## src/rtl/uart_rx_fsm.sv

```systemverilog
// uart_rx_fsm: 8N1 UART receiver driving the clk_div baud divider; even parity when UART_RX_PARITY_EN is defined.
module uart_rx_fsm #(
    parameter int DATA_W      = 8,
    parameter int SYNC_STAGES = 2
) (
    input  logic              clk,
    input  logic              rst,
    input  logic              rx_i,
    input  logic              baud_tick,
    output logic              cnt_en,
    output logic              half_bit,
    output logic [DATA_W-1:0] rx_data,
    output logic              rx_valid,
    output logic              frame_err,
`ifdef UART_RX_PARITY_EN
    output logic              parity_err,
`endif
    output logic              busy
);
    localparam int CW = $clog2(DATA_W) + 1;
    localparam logic [CW-1:0] LAST = CW'(DATA_W - 1);

`ifdef UART_RX_PARITY_EN
    typedef enum logic [2:0] {IDLE, START, DATA, STOP, PARITY} state_t;
`else
    typedef enum logic [1:0] {IDLE, START, DATA, STOP} state_t;
`endif

    state_t                 state;
    logic [SYNC_STAGES-1:0] sync;
    logic                   rx_prev;
    logic [DATA_W-1:0]      shift;
    logic [CW-1:0]          bit_cnt;
    logic                   rx_s;
`ifdef UART_RX_PARITY_EN
    logic                   par_bit;
    logic                   par_bad;
    assign par_bad = ^{shift, par_bit};
`endif

    assign rx_s     = sync[SYNC_STAGES-1];
    assign cnt_en   = state != IDLE;
    assign busy     = state != IDLE;
    assign half_bit = state == START;

    always_ff @(posedge clk or negedge rst) begin
        if (!rst) begin
            state     <= IDLE;
            sync      <= '1;
            rx_prev   <= 1'b1;
            shift     <= '0;
            bit_cnt   <= '0;
            rx_data   <= '0;
            rx_valid  <= 1'b0;
            frame_err <= 1'b0;
`ifdef UART_RX_PARITY_EN
            par_bit    <= 1'b0;
            parity_err <= 1'b0;
`endif
        end else begin
            sync      <= {sync[SYNC_STAGES-2:0], rx_i};
            rx_prev   <= rx_s;
            rx_valid  <= 1'b0;
            frame_err <= 1'b0;
`ifdef UART_RX_PARITY_EN
            parity_err <= 1'b0;
`endif
            case (state)
                // a held-low line keeps rx_prev low, so only a high-to-low edge starts a frame
                IDLE: if (rx_prev && !rx_s) state <= START;
                START: if (baud_tick) begin
                    state   <= rx_s ? IDLE : DATA;
                    bit_cnt <= '0;
                end
                DATA: if (baud_tick) begin
                    shift   <= {rx_s, shift[DATA_W-1:1]};
                    bit_cnt <= (bit_cnt == LAST) ? bit_cnt : bit_cnt + 1'b1;
`ifdef UART_RX_PARITY_EN
                    if (bit_cnt == LAST) state <= PARITY;
`else
                    if (bit_cnt == LAST) state <= STOP;
`endif
                end
`ifdef UART_RX_PARITY_EN
                PARITY: if (baud_tick) begin
                    par_bit <= rx_s;
                    state   <= STOP;
                end
                STOP: if (baud_tick) begin
                    state      <= IDLE;
                    frame_err  <= !rx_s;
                    rx_valid   <= rx_s && !par_bad;
                    parity_err <= rx_s && par_bad;
                    if (rx_s && !par_bad) rx_data <= shift;
                end
`else
                STOP: if (baud_tick) begin
                    state     <= IDLE;
                    frame_err <= !rx_s;
                    rx_valid  <= rx_s;
                    if (rx_s) rx_data <= shift;
                end
`endif
                default: state <= IDLE;
            endcase
        end
    end
endmodule

```

## config.mk

```make
export PLATFORM = sky130hd
export DESIGN_NAME = uart_rx_fsm
export DESIGN_NICKNAME = d
export VERILOG_FILES = /design/src/rtl/uart_rx_fsm.sv
export SDC_FILE = /design/constraint.sdc
export NUM_CORES = 1
export LEC_CHECK = 0
export ABC_AREA = 1
export CAP_MARGIN = 20
export CORE_MARGIN = 5
export CORE_UTILIZATION = 35
export CTS_CLUSTER_DIAMETER = 80
export DETAILED_ROUTE_END_ITERATION = 8
export PLACE_DENSITY_LB_ADDON = 0.15
export SKIP_LAST_GASP = 1
export SYNTH_ARGS = -nofsm -noshare
export SYNTH_HDL_FRONTEND = slang
export SYNTH_SLANG_ARGS = --single-unit
```

## constraint.sdc

```tcl
create_clock -name clk -period 1.7 [get_ports clk]
set_input_delay 0.425 -clock clk [delete_from_list [all_inputs] [get_ports clk]]
set_output_delay 0.425 -clock clk [all_outputs]
set_load 0.005 [all_outputs]
```

### Word level (Yosys, flattened, before mapping)

Cells that the tools add are included.

| word-level totals | value |
|---|---|
| register bits after elaboration | 27 |

| cells by class | value |
|---|---|
| $add $sub $neg | 1 |
| eq/ne operators | 10 |
| multiplexer cells | 15 |
| reductions and logical operators | 9 |

Operator list:

| operator | count |
|---|---|
| $mux 2 | 6 |
| $mux 4 | 3 |
| $ne 2x2->1 const B | 6 |
| $pmux 2 s4 | 1 |
| $pmux 4 s2 | 1 |
| $reduce_and 5->1 | 1 |
| $add 4x1->4 const B | 1 |
| $eq 2x2->1 const B | 2 |
| $eq 4x3->1 const B | 1 |
| $mux 1 | 4 |
| $reduce_and 4->1 | 1 |
| $reduce_bool 2->1 | 2 |
| $reduce_and 3->1 | 1 |
| $eq 2x1->1 const B | 1 |
| $logic_not 2->1 | 1 |
| $reduce_and 2->1 | 1 |
| $logic_and 1x1->1 | 1 |
| $logic_not 1->1 | 1 |

### Depth between registers and ports, before layout

Gate-level depths: netlist of run 1.

| logic depth | value |
|---|---|
| word-level depth | 4 |
| depth in mapped cells | 6 |

### Worst setup path after synthesis of run 1

Ideal clock, no wire load.

| timing path | value |
|---|---|
| kind | register -> register |
| start point | reg sync[1] |
| end point | reg rx_data[7] |
| data arrival time | 1.144 ns |
| data required time | 1.574 ns |
| path slack | 0.430 ns |
| cell stages (with the launch flop) | 5 |
| path buffers | 1 |
| path through | dfstp_2 > inv_1 > nor3_4 > buf_6 > o21ai_0 |

| on the way | value |
|---|---|
| word-level cells in the longest chain between the ends | 1 |

RTL lines:

| what | RTL line | RTL |
|---|---|---|
| start, declared | 30 | `logic [SYNC_STAGES-1:0] sync;` |
| start signal, assigned | 61 | `sync <= {sync[SYNC_STAGES-2:0], rx_i};` |
| $reduce_and 3->1 (no line) | - |  |
| end signal, assigned | 101 | `if (rx_s) rx_data <= shift;` |
| end, declared | 12 | `output logic [DATA_W-1:0] rx_data,` |

Every way passes these cells.
A chain may end at the register's enable or synchronous reset.

### Worst setup path after layout of run 1

| timing path | value |
|---|---|
| start point | reg state[0] |
| end point | out busy |

| on the way | value |
|---|---|
| word-level cells in the longest chain between the ends | 1 |

RTL lines:

| what | RTL line | RTL |
|---|---|---|
| start, declared | 29 | `state_t state;` |
| start signal, assigned | 72 | `state <= rx_s ? IDLE : DATA;` |
| $reduce_bool 2->1 | 43 | `assign busy = state != IDLE;` |
| end, declared | 18 | `output logic busy` |

Every way passes these cells.

==> results of run 1 <==
==> per-layer routing <==
layer	wire, um	up-vias	part of all wire	track usage
li1	-	424	-	-
met1	958	403	0.47	0.131
met2	985	9	0.48	0.175
met3	74	2	0.036	0.0283
met4	21	0	0.010	0.0456
met5	0	-	0	0
==> cell type report <==
| type | instances | area [um^2] |
|---|---|---|
| fill | 329 | 1680 |
| sequential | 27 | 681 |
| multi-input combinational | 71 | 389 |
| timing repair buffer | 23 | 214 |
| inverter | 16 | 60.1 |
| tap | 44 | 55.1 |
| clock buffer | 3 | 22.5 |
| clock inverter | 1 | 5.00 |
==> where the power goes <==
| group | switching, mW | internal, mW | leakage [nW] |
|---|---|---|---|
| Combinational | 0.449 | 0.475 | 0.323 |
| Sequential | 0.145 | 0.875 | 0.335 |
| Clock | 0.183 | 0.0881 | 0.0177 |
==> stage by stage <==
| stage | util | setup WS, ns | std cells | hold WS, ns |
|---|---|---|---|---|
| final | 0.460 | 0.0746 | 185 | 0.368 |
| after global routing | 0.460 | -0.0389 | 185 | 0.371 |
| after CTS | 0.454 | 0.0398 | 184 | 0.369 |
| after detailed placement | 0.440 | 0.0314 | 178 | 0.349 |
| after global placement | 0.440 | 0.0482 | 178 | 0.346 |
| after floorplan | - | 0.430 | 117 | 0.129 |
==> how the worst max path moves through the flow <==
stage / endpoint / cells past startpoint / slack, ns
6_report: busy / 3 / 0.07
5_1_grt: half_bit / 3 / -0.04
4_1_cts: rx_data[1] / 1 / 0.04
3_5_place_dp: rx_data[2]$_DFFE_PN0P_ / 6 / 0.03
3_3_place_gp: rx_data[3]$_DFFE_PN0P_ / 6 / 0.05
2_1_floorplan: rx_data[7]$_DFFE_PN0P_ / 4 / 0.43
==> state kept, by name, summed over array words and instances, names as in the netlist, named ones only <==
| signal | count |
|---|---|
| rx_data | 8 |
| shift | 8 |
| bit_cnt | 4 |
| sync | 2 |
| frame_err | 1 |
| rx_prev | 1 |
| rx_valid | 1 |
| state | 1 |
==> cells in the mapped netlist <==
library cell  number  area (um^2)
o21ai_0            6         30.0
nand4_1            2         12.5
inv_2              1         3.75
nor2_2             1         6.26
nand2_1           21         78.8
nand2_2            3         18.8
nor3_1             1         5.00
dfrtp_1           24          601
a21oi_1            6         30.0
nand3_1            8         40.0
a21oi_2            1         8.76
o21ai_2            8         70.1
ha_1               1         12.5
buf_4              1         7.51
inv_1             15         56.3
buf_6              2         22.5
dfstp_2            3         78.8
nor3_4             1         16.3
nor2_1            11         41.3
xnor2_1            1         8.76
==> layout by cell type (no fill, tap or decap) <==
master | Yosys | routed
ha_1 | 1 | 1
buf_4 | 1 | 7
dlygate4sd2_1 | 0 | 3
clkinv_2 | 0 | 1
a21oi_2 | 1 | 1
dlymetal6s2s_1 | 0 | 2
nand2_2 | 3 | 3
dfrtp_1 | 24 | 23
o21ai_2 | 8 | 8
o21ai_0 | 6 | 6
nand2_1 | 21 | 21
dfstp_2 | 3 | 3
nor3_4 | 1 | 1
nor2_4 | 0 | 1
xnor2_1 | 1 | 1
inv_2 | 1 | 2
a21oi_1 | 6 | 6
dfrtp_2 | 0 | 1
nand4_1 | 2 | 2
clkdlybuf4s50_1 | 0 | 11
nor3_1 | 1 | 1
nor2_1 | 11 | 9
clkbuf_4 | 0 | 3
nand3_1 | 8 | 8
inv_1 | 15 | 14
nor2_2 | 1 | 2
==> cells by family after synthesis <==
family / share of synthesized area
compound gates: 0.121
xor+xnor: 0.00763
fa+ha+maj: 0.0109
buf+inv: 0.0784
flops: 0.592
simple gates: 0.191
==> critical path, stage by stage (launching register included) <==
cell and delay, ns:
dfrtp_1 0.45, nor2_4 0.14, inv_2 0.05, dlygate4sd2_1 0.26
==> what timing repair did <==
item,in CTS,in global routing
endpoints found under the setup margin,3,4
buffers inserted,2,1
pin swaps,0,1
cloned,0,0
gates resized for setup,6,4
==> results.ini, run 1 <==
[cells_and_area]
fin_nets = 147
post_route_cells_drive_above_1_share = 0.234
area_growth_pct = 24.2
final_design_area_no_fill_um2 = 1430
diodes = 0

[placement]
dpl_cell_area_um2 = 1360
io_buffers = 16
gp_congestion = 0.723
dp_hpwl_um = 1430

[timing]
setup_tns_ns = 0
max_freq_mhz = 615
tightest_slew_ns = 0.383
maxSlewHeadroom = 0.743
drv_slew = 0
grt_setup_unrepaired = yes
finalClockSkew_ns = 0.00182
fin_crit_sh = 0.956
setup_violations = 0
period_minus_slack_ns = 1.63
hold_violations = 0

[global_route]
antenna_found_initial = 0
first_global_vias = 827
grt_usage = 0.107
gr-total-overflow = 0
grt_pass1_wl_um = 3660
grt_max_degree = 28

[run]
maxCapViolations = 0

[pwr]
p_leak_nw = 0.676
power_density_nw_per_um2 = 1550
ir_worst_vdd_v = 0.000649
power_mw = 2.21

[clocking]
numCtsBuffers = 3
cts_sinks = 27
cts_tree = yes
cts_hold_buf = 0
cts_buffer_depth = 2
clk-insertion-delay-late_ns = 0.32
cts-root-buf = clkbuf_4
clkTransAtPathRegs_ns = 0.14
cts_max_level = 1

[synthesis]
netlist_instances = 117
synth-seq-area-share = 0.592
netlist_area_um2 = 1150
syn_nets = 122
synth-seq-cells = 27
yosysWarnings = 0
syn_area_per_cell_um2 = 9.82
synthDistinctLibCells = 20

[detailed_routing]
drt_pass1_iterations = 4
postRouteAntennaNets = 0
route.final.wire_length_um = 2040
drt-vias-per-instance = 4.53
routed-via-count = 838
route.detailed.drc = 0
drt_iter0_markers = 28
routedWlPerCell_um = 11.0

[floorplanning]
io_pins = 17
die-height_um = 67.3
initial_core_util = 0.370
core_area_um2 = 3100
rows = 20
dieArea_um2 = 4530
die_w_um = 67.3

[critical_path]
path_max_fanout = 3
r2r_slack_ns = 0.34
startpoint = state[0]$_DFFE_PN0P_
worstSetupStartpointType = flop
worstSetupPathType = flop to output port
reg2reg_from = state[0]$_DFFE_PN0P_
critPathRequiredTime_ns = 1.27
arrival_ns = 1.20
reg2regPathDepth = 5
reg2reg_to = shift[6]$_DFFE_PN0P_
critPathCaptureType = output port

[outcome]
status = finished, final reports clean

[min_path]
hold_depth = 0
min_to = sync[1]$_DFF_PN1_
hp-start = sync[0]$_DFF_PN1_
hp-class = flop to flop

Power figures use the tool's default switching activity.
==> run 2: changes to the inputs <==
CORE_UTILIZATION = 52   (was 35)
==> run 2 against run 1 <==
Compared with the run above:
- setup slack got worse by 0.012 ns
- total power is 2.9% higher
- maximum frequency down 0.72%
- largest power group unchanged
- clock skew rose by 0.0010 ns
- die area is 28% lower
- critical path type unchanged
- highest routed layer unchanged
==> results.ini, run 2 (same netlist as run 1, synthesis figures left out) <==
[timing]
setup_violations = 0  ; unchanged
drv_slew = 0  ; unchanged
max_freq_mhz = 611  ; -0.72%
grt_setup_unrepaired = no
finalClockSkew_ns = 0.00283  ; +0.00101 ns
maxSlewHeadroom = 0.750  ; +0.00638
hold_violations = 0  ; unchanged
tightest_slew_ns = 0.374  ; -0.00954 ns
period_minus_slack_ns = 1.64  ; +0.0118 ns
whs_ns = 0.366  ; -0.00206 ns
fin_crit_sh = 0.963  ; +0.00694

[detailed_routing]
route.detailed.drc = 0  ; unchanged
drt-vias-per-instance = 4.92  ; +8.6%
drt_pass1_iterations = 5  ; +1
postRouteAntennaNets = 0  ; unchanged
routed-via-count = 841  ; +0.36%
route.final.wire_length_um = 2020  ; -0.78%
drt_iter0_markers = 14  ; -50%
routedWlPerCell_um = 11.8  ; +7.3%

[critical_path]
critPathRequiredTime_ns = 1.27  ; about the same
worstSetupStartpointType = flop
worstSetupPathType = flop to output port
r2r_slack_ns = 0.22  ; -0.12 ns
cp.buffers_inverters = 1  ; -1
cp_slowest_stage_delay_ns = 0.51  ; +0.06 ns
path_cells = clkdlybuf4s50_1
reg2regPathDepth = 6  ; +1
worst-path-stages = 1  ; -2
arrival_ns = 1.21  ; about the same
cp_top_family = buffers and inverters
path_max_fanout = 2  ; -1
critPathCaptureType = output port
crit_slowest_cell = clkdlybuf4s50_1

[clocking]
cts_hold_buf = 0  ; unchanged
cts_max_level = 1  ; unchanged
cts_buffer_depth = 2  ; unchanged
cts_tree = yes
cts_sinks = 27  ; unchanged
numCtsBuffers = 3  ; unchanged
clk-insertion-delay-late_ns = 0.31  ; about the same
clkTransAtPathRegs_ns = 0.13  ; about the same
cts-root-buf = clkbuf_4

[floorplanning]
initial_core_util = 0.529  ; +0.159
core_area_um2 = 2170  ; -30%
dieArea_um2 = 3250  ; -28%
die-height_um = 57  ; -15%
rows = 17  ; -15%
die_w_um = 57  ; -15%
io_pins = 17  ; unchanged

[pwr]
p_clk_frac = 0.117  ; -0.005
p_sw_frac = 0.352  ; +0.00113
internal_power_mw = 1.48  ; +2.8%
power_mw = 2.28  ; +2.9%
p_switching_mw = 0.802  ; +3.3%
p_leak_nw = 0.685  ; +1.3%
power_density_nw_per_um2 = 1600  ; +2.8%
comb_power_share = 0.433  ; +0.016
ir_worst_vdd_v = 0.00114  ; +75%
seq_power_share = 0.449  ; -0.011

[global_route]
antenna_found_initial = 0  ; unchanged
grt_usage = 0.141  ; +0.0340
grt_pass1_wl_um = 3620  ; -1.3%
grt_max_degree = 28  ; unchanged
first_global_vias = 840  ; +1.6%
gr-total-overflow = 0  ; unchanged

[run]
maxCapViolations = 0  ; unchanged

[min_path]
hp-class = flop to flop
hold_depth = 0  ; unchanged

[cells_and_area]
final_common_cell = dfrtp_1
reg_top3 = rx_data x8, shift x8, bit_cnt x4
final_design_area_no_fill_um2 = 1430  ; +0.18%
post_route_cells_drive_above_1_share = 0.252  ; +0.0177
area_growth_pct = 24.4
fin_nets = 149  ; +1.4%
final_cells = 171  ; -7.6%
mostFrequentLayoutCells = 23 x dfrtp_1, 21 x nand2_1, 13 x inv_1
diodes = 0  ; unchanged

[placement]
dp_hpwl_um = 1350  ; -5.5%
dpl_cell_area_um2 = 1350  ; -1.1%
place_inst = 161  ; -9.6%
gp_congestion = 0.736  ; +1.8%
io_buffers = 16  ; unchanged

[outcome]
status = finished, final reports clean

run 2: changes by cell type in the layout (fill, tap and decap cells not counted), sizes merged:
cell | previous run | this run
buf | 7 | 9
dlygate4sd2 | 3 | 2
clkbuf | 3 | 5
clkinv | 1 | 0
run 2: power by group through the flow:
stage	clock network [mW]	registers (mW)	logic [mW]
6_report	0.268	1.02	0.988
5_1_grt	0.312	1.06	1.11
4_1_cts	0.279	1.02	0.982
3_5_place_dp	0	1.04	0.887
3_3_place_gp	0	1.04	0.863
2_1_floorplan	0	1.03	0.495
run 2: cell type report:
cell class,instances,area (um^2)
Sequential cell,27,681
Tap cell,28,35.0
Inverter,16,60.1
Multi-Input combinational cell,71,389
Timing Repair Buffer,25,238
Clock buffer,4,26.3
Fill cell,183,741
run 2: what timing repair did:
item / in CTS / in global routing
gates resized for setup: 5 / 8
endpoints found under the hold margin: 0 / 0
gates cloned: 0 / 0
setup endpoints to repair: 3 / 5
buffers inserted: 6 / 0
pin swaps: 0 / 1
run 2: worst reg2reg max path: cells and delay by family, from the launching register on:
family	cells	cell delay [ns]
DFF	1	0.46
buffers and inverters	2	0.29
AOI/OAI and AO/OA	1	0.04
and+or+nand+nor	3	0.59
run 2: path summary, 6_finish.rpt:
kind	start	to
worst min-delay path	sync[0]$_DFF_PN1_	sync[1]$_DFF_PN1_
min in group asynchronous	rst	state[0]$_DFFE_PN0P_
worst max-delay path	rx_data[7]$_DFFE_PN0P_	rx_data[7]
worst max register to register	state[0]$_DFFE_PN0P_	shift[6]$_DFFE_PN0P_
worst min register to register	sync[0]$_DFF_PN1_	sync[1]$_DFF_PN1_
max in group asynchronous	rst	sync[0]$_DFF_PN1_
run 2: layer usage:
layer | vias to the layer above | routed length [um] | GRT usage
li1 | 425 | - | -
met1 | 392 | 890 | 0.168
met4 | 0 | 35 | 0.0728
met5 | - | 0 | 0
met2 | 18 | 1020 | 0.238
met3 | 6 | 74 | 0.0294
run 2: through the flow:
step           utilization  TNS [ns]  worst slack (ns)
2_1_floorplan            -         0             0.430
3_3_place_gp         0.622         0            0.0505
3_5_place_dp         0.622   -0.0111           -0.0111
4_1_cts              0.655   -0.0118           -0.0118
5_1_grt              0.659         0           0.00203
6_report             0.659         0            0.0628
